<file path="config.mk">
export PLATFORM = sky130hd
export DESIGN_NAME = counter_arbiter
export DESIGN_NICKNAME = d
export VERILOG_FILES = /design/src/rtl/counter_arbiter.sv
export SDC_FILE = /design/constraint.sdc
export NUM_CORES = 1
export LEC_CHECK = 0
export CAP_MARGIN = 5
export CORE_UTILIZATION = 44
export CTS_CLUSTER_DIAMETER = 30
export DETAILED_ROUTE_END_ITERATION = 6
export GPL_TIMING_DRIVEN = 0
export PLACE_DENSITY = 0.77
export SLEW_MARGIN = 15
export SYNTH_ARGS = -nofsm -noshare
export SYNTH_HDL_FRONTEND = slang
export SYNTH_SLANG_ARGS = --single-unit
</file>
<file path="constraint.sdc">
create_clock -name clk -period 2 [get_ports clk]
set_input_delay 0.5 -clock clk [delete_from_list [all_inputs] [get_ports clk]]
set_output_delay 0.5 -clock clk [all_outputs]
set_load 0.1 [all_outputs]
</file>
<file path="src/rtl/counter_arbiter.sv">
// Two-requester round-robin arbiter that grants a shared up-counter for a
// latched interval length, pulsing done to the winner when the interval expires.
module counter_arbiter #(
  parameter int unsigned WIDTH = 4
) (
  input  logic             clk,
  input  logic             rst,
  input  logic [1:0]       req_i,
  input  logic [WIDTH-1:0] len0_i,
  input  logic [WIDTH-1:0] len1_i,
  output logic [1:0]       gnt_o,
  output logic             busy_o,
  output logic [1:0]       done_o,
  output logic [WIDTH-1:0] count_o
);

  localparam logic [1:0] StIdle = 2'd0;
  localparam logic [1:0] StRun  = 2'd1;
  localparam logic [1:0] StDone = 2'd2;

  logic [1:0]       state_q, state_d;
  logic             pri_q, pri_d;
  logic [1:0]       gnt_q, gnt_d;
  logic [WIDTH-1:0] count_q, count_d;
  logic [WIDTH-1:0] len_q, len_d;
  logic             sel;
  logic             served;
  logic [WIDTH-1:0] last_count;

  assign sel        = (req_i == 2'b11) ? pri_q : req_i[1];
  assign served     = gnt_q[1];
  // Length 0 wraps to all-ones here, giving a full 2^WIDTH-cycle interval.
  assign last_count = len_q - WIDTH'(1);

  always_comb begin
    state_d = state_q;
    pri_d   = pri_q;
    gnt_d   = gnt_q;
    count_d = count_q;
    len_d   = len_q;
    unique case (state_q)
      StIdle: begin
        if (req_i != 2'b00) begin
          state_d = StRun;
          gnt_d   = {sel, ~sel};
          count_d = '0;
          len_d   = sel ? len1_i : len0_i;
        end
      end
      StRun: begin
        // Abort wins over terminal count.
        if ((req_i & gnt_q) == 2'b00) begin
          state_d = StIdle;
          gnt_d   = 2'b00;
          count_d = '0;
          pri_d   = ~served;
        end else if (count_q == last_count) begin
          state_d = StDone;
        end else begin
          count_d = count_q + WIDTH'(1);
        end
      end
      StDone: begin
        state_d = StIdle;
        gnt_d   = 2'b00;
        count_d = '0;
        pri_d   = ~served;
      end
      default: begin
        state_d = StIdle;
        gnt_d   = 2'b00;
        count_d = '0;
      end
    endcase
  end

  always_ff @(posedge clk) begin
    if (rst) begin
      state_q <= StIdle;
      pri_q   <= 1'b0;
      gnt_q   <= 2'b00;
      count_q <= '0;
      len_q   <= '0;
    end else begin
      state_q <= state_d;
      pri_q   <= pri_d;
      gnt_q   <= gnt_d;
      count_q <= count_d;
      len_q   <= len_d;
    end
  end

  assign gnt_o   = gnt_q;
  assign busy_o  = (state_q != StIdle);
  assign done_o  = (state_q == StDone) ? gnt_q : 2'b00;
  assign count_o = count_q;

endmodule

</file>
==> results of run 1 <==
[logic make-up (layout without fill, tap and decap cells)]
family / Yosys count / in the layout / share of synthesized area
AO/OA/AOI/OAI: 17 / 17 / 0.167
multiplexers: 6 / 6 / 0.0888
XOR/XNOR: 6 / 6 / 0.0761
AND/OR/NAND/NOR: 29 / 29 / 0.216
buffers and inverters: 7 / 30 / 0.0398
adder cells (fa/ha/maj): 2 / 2 / 0.0362
flip-flops: 13 / 13 / 0.377
[path summary, 6_finish.rpt]
path | start | to | slack [ns]
max | gnt_o[1]$_SDFFE_PP0P_ | gnt_o[1] | 0.03
max reg2reg | len_q[0]$_SDFFE_PP0P_ | count_o[0]$_SDFFE_PP0P_ | 0.16
min reg2reg | count_o[2]$_SDFFE_PP0P_ | count_o[2]$_SDFFE_PP0P_ | 0.51
min | count_o[2]$_SDFFE_PP0P_ | count_o[2]$_SDFFE_PP0P_ | 0.51
[timing repair]
| item | in CTS | in global routing |
|---|---|---|
| gates resized for setup | 26 | 7 |
| endpoints found under the setup margin | 9 | 8 |
| endpoints found under the hold margin | 0 | 0 |
| pin swaps | 0 | 0 |
[layout by cell type (no fill, tap or decap), drive strengths merged, types with 4 or more instances in the layout]
cell type	n
o21ai	5
inv	6
a211oi	4
clkbuf	9
nor2	13
dfxtp	13
nand2	4
mux2i	5
xnor2	6
clkdlybuf4s50	10
[layout make-up]
cell class	instances	area, µm²	share of cell area
multi-input combinational	60	424	0.456
timing repair buffer	19	164	0.176
inverter	6	22.5	0.0242
tap	15	18.8	0.0202
sequential	13	270	0.290
clock buffer	4	26.3	0.0282
buffer	1	5.00	0.00538
[sequential cells by signal (all words and copies together) (netlist names)]
| signal | cells |
|---|---|
| pri_q | 1 |
| count_o | 4 |
| len_q | 4 |
| gnt_o | 2 |
| state_q | 2 |
[Yosys cell counts, drive strengths merged (2+ instances only)]
library cell	count	area, µm²
mux2i	5	50.1
inv	6	22.5
o21ai	5	25.0
nand3	2	10.0
nor2	13	48.8
or3	2	12.5
xnor2	6	52.6
ha	2	25.0
nand2	4	15.0
a21oi	3	15.0
nor3	3	20.0
a211oi	4	30.0
dfxtp	13	260
and3	2	12.5
[per-layer routing]
metal,vias to the layer above,share of wire
li1,330,-
met1,310,0.44
met2,14,0.51
met3,4,0.025
met4,0,0.023
met5,-,0
[where the power goes]
part	internal [mW]	switching, mW	total [mW]
Sequential	0.276	0.0182	0.294
Clock	0.0773	0.0909	0.168
Combinational	0.0717	0.115	0.186
Total	0.425	0.224	0.649
==> impl_metrics.env, run 1 <==
export IMPL_layout_cells_non_filler=118
export IMPL_grt_use_met3=0.0261
export IMPL_grt_total_usage=0.174
export IMPL_drive_above_1_share=0.233
export IMPL_syn_inst=80
export IMPL_start_util=0.500
export IMPL_post_dp_hpwl_um=1110
export IMPL_gr_usage_met2=0.291
export IMPL_numCtsBuffers=3
export IMPL_synth_seq_area_share=0.377
export IMPL_grt_overflow=0
export IMPL_worstSetupPathType="reg2out"
export IMPL_max_cap_violations=0
export IMPL_path_cells="clkdlybuf4s15_1"
export IMPL_core_um2=1380
export IMPL_vias=658
export IMPL_grt_pass1_vias=565
export IMPL_antenna_found_initial=0
export IMPL_synth_edf_count=0
export IMPL_crit_fanout=4
export IMPL_min_path_type="reg2reg"
export IMPL_fmax_mhz=508
export IMPL_syn2layout_area_growth_pct=34.8
export IMPL_clock_latency_ns=0.28
export IMPL_yosysUniqueCellTypes=26
export IMPL_post_place_cells=114
export IMPL_p_leak_nw=0.387
export IMPL_ir_drop_mv=0.452
export IMPL_ys_async_sr_fraction=0
export IMPL_utilization=0.673
export IMPL_portBuffers=19
export IMPL_slew_violations=0
export IMPL_fin_area_um2=931
export IMPL_grtUsageMet1=0.212
export IMPL_wl_um=1460
export IMPL_cts_sinks=13
export IMPL_slowest_stage="clkdlybuf4s15_1"
export IMPL_postCtsSetupRepairBufs=0
export IMPL_drtAntennaViolNets=0
export IMPL_holdBufCountCts=0
export IMPL_timing_final_crit_share=0.984
export IMPL_grt_pass1_wl_um=2350
export IMPL_yosys_register_bits=13
export IMPL_place_ws_ns=-0.323
export IMPL_die_h_um=41.6
export IMPL_die_area_um2=1730
export IMPL_arrival_ns=1.47
export IMPL_drt_vias_per_instance=5.58
export IMPL_die_w_um=41.6
export IMPL_top_usage_layer="met2"
export IMPL_p_per_area_nw_per_um2=697
export IMPL_synth_avg_cell_area_um2=8.63
export IMPL_hold_violations=0
export IMPL_yosysWarningCount=0
export IMPL_clock_skew_ns=0.00321
export IMPL_cts_max_level=1
export IMPL_ff2ff_path_depth=6
export IMPL_critical_path_top_delay_family="buffers and inverters"
export IMPL_clockRootBuffer="clkbuf_4"
export IMPL_io_pins=21
export IMPL_n_antenna_cell=0
export IMPL_end_kind="output port"
export IMPL_tightest_slew_ns=0.961
export IMPL_initialDrtViolationCount=9
export IMPL_clk_pin_slew_ns=0.09
export IMPL_maxSlewHeadroom=0.362
export IMPL_setup_ws_ns=0.0315
export IMPL_clockBufferDepth=2
export IMPL_finalPower_mw=0.649
export IMPL_crit_buf_inv=1
export IMPL_grt_max_degree=10
export IMPL_fill_cells=117
export IMPL_cts_tree="done"
export IMPL_status="complete, no violations"
export IMPL_row_count=13
export IMPL_globalplace_congestion=0.758
export IMPL_rsz0062_at_grt="no"
export IMPL_final_setup_tns_ns=0
export IMPL_hold_slack_ns=0.508
export IMPL_worstSetupPathDepth=1
export IMPL_wire_per_inst_um=12.4
export IMPL_postPlaceCellArea_um2=922
export IMPL_nets=118
export IMPL_period_needed_ns=1.97
export IMPL_min_path_cells=2
export IMPL_slowest_delay_ns=0.82
export IMPL_required_ns=1.50
export IMPL_setup_viol=0
export IMPL_drt_pass1_iter_count=4
export IMPL_synth_nets=94
export IMPL_synth_main_ff_cell="dfxtp_1"
export IMPL_drc=0
export IMPL_critPathLaunchType="flop"
export IMPL_syn_cell_area_um2=691
Note: power is estimated with default switching activity, not from simulation.
==> run 2: changes to the inputs <==
Settings changed: SETUP_SLACK_MARGIN from default to 0.4.
==> run 2 against run 1 <==
Compared with the run above: register-to-register slack improved by 0.11 ns; wire length increased by 22%; cell area increased by 24%; hold slack improved by 0.028 ns; die area unchanged; setup slack better by 0.24 ns; clock-buffer cell count unchanged; power is 12% higher; combinational power rose by 42%; sequential share of layout area down 3.6 points; global-route usage grew 2.9 points; utilization rose by 16 points.
==> impl_metrics.env, run 2 (synthesized netlist as in run 1, its figures left out) <==
export IMPL_status="complete, no violations"
export IMPL_drt_vias_per_instance=5.72
export IMPL_grt_total_usage=0.203
export IMPL_grt_max_degree=10
export IMPL_syn2layout_area_growth_pct=66.5
export IMPL_drt_pass1_iter_count=4
export IMPL_numCtsBuffers=3
export IMPL_final_setup_tns_ns=0
export IMPL_cts_sinks=13
export IMPL_maxSlewHeadroom=0.680
export IMPL_wl_um=1790
export IMPL_initialDrtViolationCount=35
export IMPL_vias=703
export IMPL_utilization=0.832
export IMPL_drive_above_1_share=0.463
export IMPL_wl_met2_um=924
export IMPL_die_area_um2=1730
export IMPL_cts_tree="done"
export IMPL_tightest_slew_ns=0.484
export IMPL_clk_pin_slew_ns=0.07
export IMPL_portBuffers=19
export IMPL_slew_violations=0
export IMPL_die_w_um=41.6
export IMPL_post_place_cells=114
export IMPL_n_antenna_cell=0
export IMPL_clockRootBuffer="clkbuf_4"
export IMPL_required_ns=2.21
export IMPL_clock_skew_ns=0.0103
export IMPL_layout_cells_non_filler=123
export IMPL_p_per_area_nw_per_um2=631
export IMPL_ir_drop_mv=0.409
export IMPL_top_layer="met4"
export IMPL_core_um2=1380
export IMPL_drtAntennaViolNets=0
export IMPL_crit_fanout=3
export IMPL_critPathLaunchType="flop"
export IMPL_layout_commonest_cell="nor2_1"
export IMPL_grt_pass1_vias=611
export IMPL_nets=123
export IMPL_drc=0
export IMPL_end_kind="flop"
export IMPL_arrival_ns=1.94
export IMPL_grt_overflow=0
export IMPL_max_cap_violations=0
export IMPL_period_needed_ns=1.73
export IMPL_hold_violations=0
export IMPL_dr_wl_met3_um=128
export IMPL_met1Wirelength_um=715
export IMPL_final_cell_mix="nor2_1 (12), dfxtp_4 (8), clkdlybuf4s50_1 (8)"
export IMPL_p_leak_nw=0.476
export IMPL_rsz0062_at_grt="yes"
export IMPL_die_h_um=41.6
export IMPL_setup_viol=0
export IMPL_hold_slack_ns=0.535
export IMPL_fmax_mhz=579
export IMPL_globalplace_congestion=0.733
export IMPL_finalPower_mw=0.726
export IMPL_post_dp_hpwl_um=1110
export IMPL_worstSetupPathType="reg2reg"
export IMPL_wire_per_inst_um=14.6
export IMPL_io_pins=21
export IMPL_timing_final_crit_share=0.863
export IMPL_start_util=0.500
export IMPL_grt_pass1_wl_um=2690
export IMPL_clock_latency_ns=0.28
export IMPL_min_path_type="reg2reg"
export IMPL_antenna_found_initial=0
export IMPL_row_count=13
export IMPL_clockBufferDepth=2
export IMPL_cts_max_level=1
==> run 2: area by class of cell <==
cell class | instances | area (µm²)
fillers | 78 | 233
repair buffers | 24 | 243
plain buffers | 1 | 5.00
clock buffers | 4 | 26.3
flip-flops and latches | 13 | 293
multi-input cells | 60 | 537
well taps | 15 | 18.8
inverters | 6 | 27.5
==> run 2: path summary, 6_finish.rpt <==
path                           startpoint                 endpoint  slack [ns]  cells after the start
setup reg to reg    len_q[0]$_SDFFE_PP0P_  count_o[1]$_SDFFE_PP0P_        0.27                      7
hold reg to reg   count_o[3]$_SDFFE_PP0P_  count_o[3]$_SDFFE_PP0P_        0.54                      2
hold / removal    count_o[3]$_SDFFE_PP0P_  count_o[3]$_SDFFE_PP0P_        0.54                      2
setup / recovery    len_q[0]$_SDFFE_PP0P_  count_o[1]$_SDFFE_PP0P_        0.27                      7
==> run 2: worst max-delay path, cell delays in order (launching register included) <==
cell,delay [ns]
dfxtp_4,0.37
inv_2,0.05
ha_4,0.17
xnor2_4,0.13
xnor2_2,0.17
or4_4,0.46
o22ai_4,0.15
a22o_1,0.17
==> run 2: report_power, final <==
part	switching, mW	internal (mW)
Clock	0.0893	0.0774
Sequential	0.0229	0.272
Combinational	0.142	0.123
==> run 2: what timing repair did <==
| item | CTS | global route |
|---|---|---|
| hold endpoints to repair | 0 | 0 |
| setup buffers | 2 | 3 |
| resized for setup | 67 | 15 |
| pin swaps | 2 | 5 |
| hold buffers | 0 | 0 |
| endpoints found under the setup margin | 19 | 19 |
==> run 2: metrics by stage <==
step                instance area (µm²)  setup WS (ns)
floorplan                           771          0.112
global placement                    980         -0.341
detailed placement                  980         -0.351
CTS                                1070          0.282
global route                       1150          0.243
finish                             1150          0.273
==> run 2: routing by layer <==
metal  GRT usage  up-vias
met2       0.363       36
met3      0.0391        4
li1            -      340
met5           0        -
met4      0.0581        0
met1       0.245      323
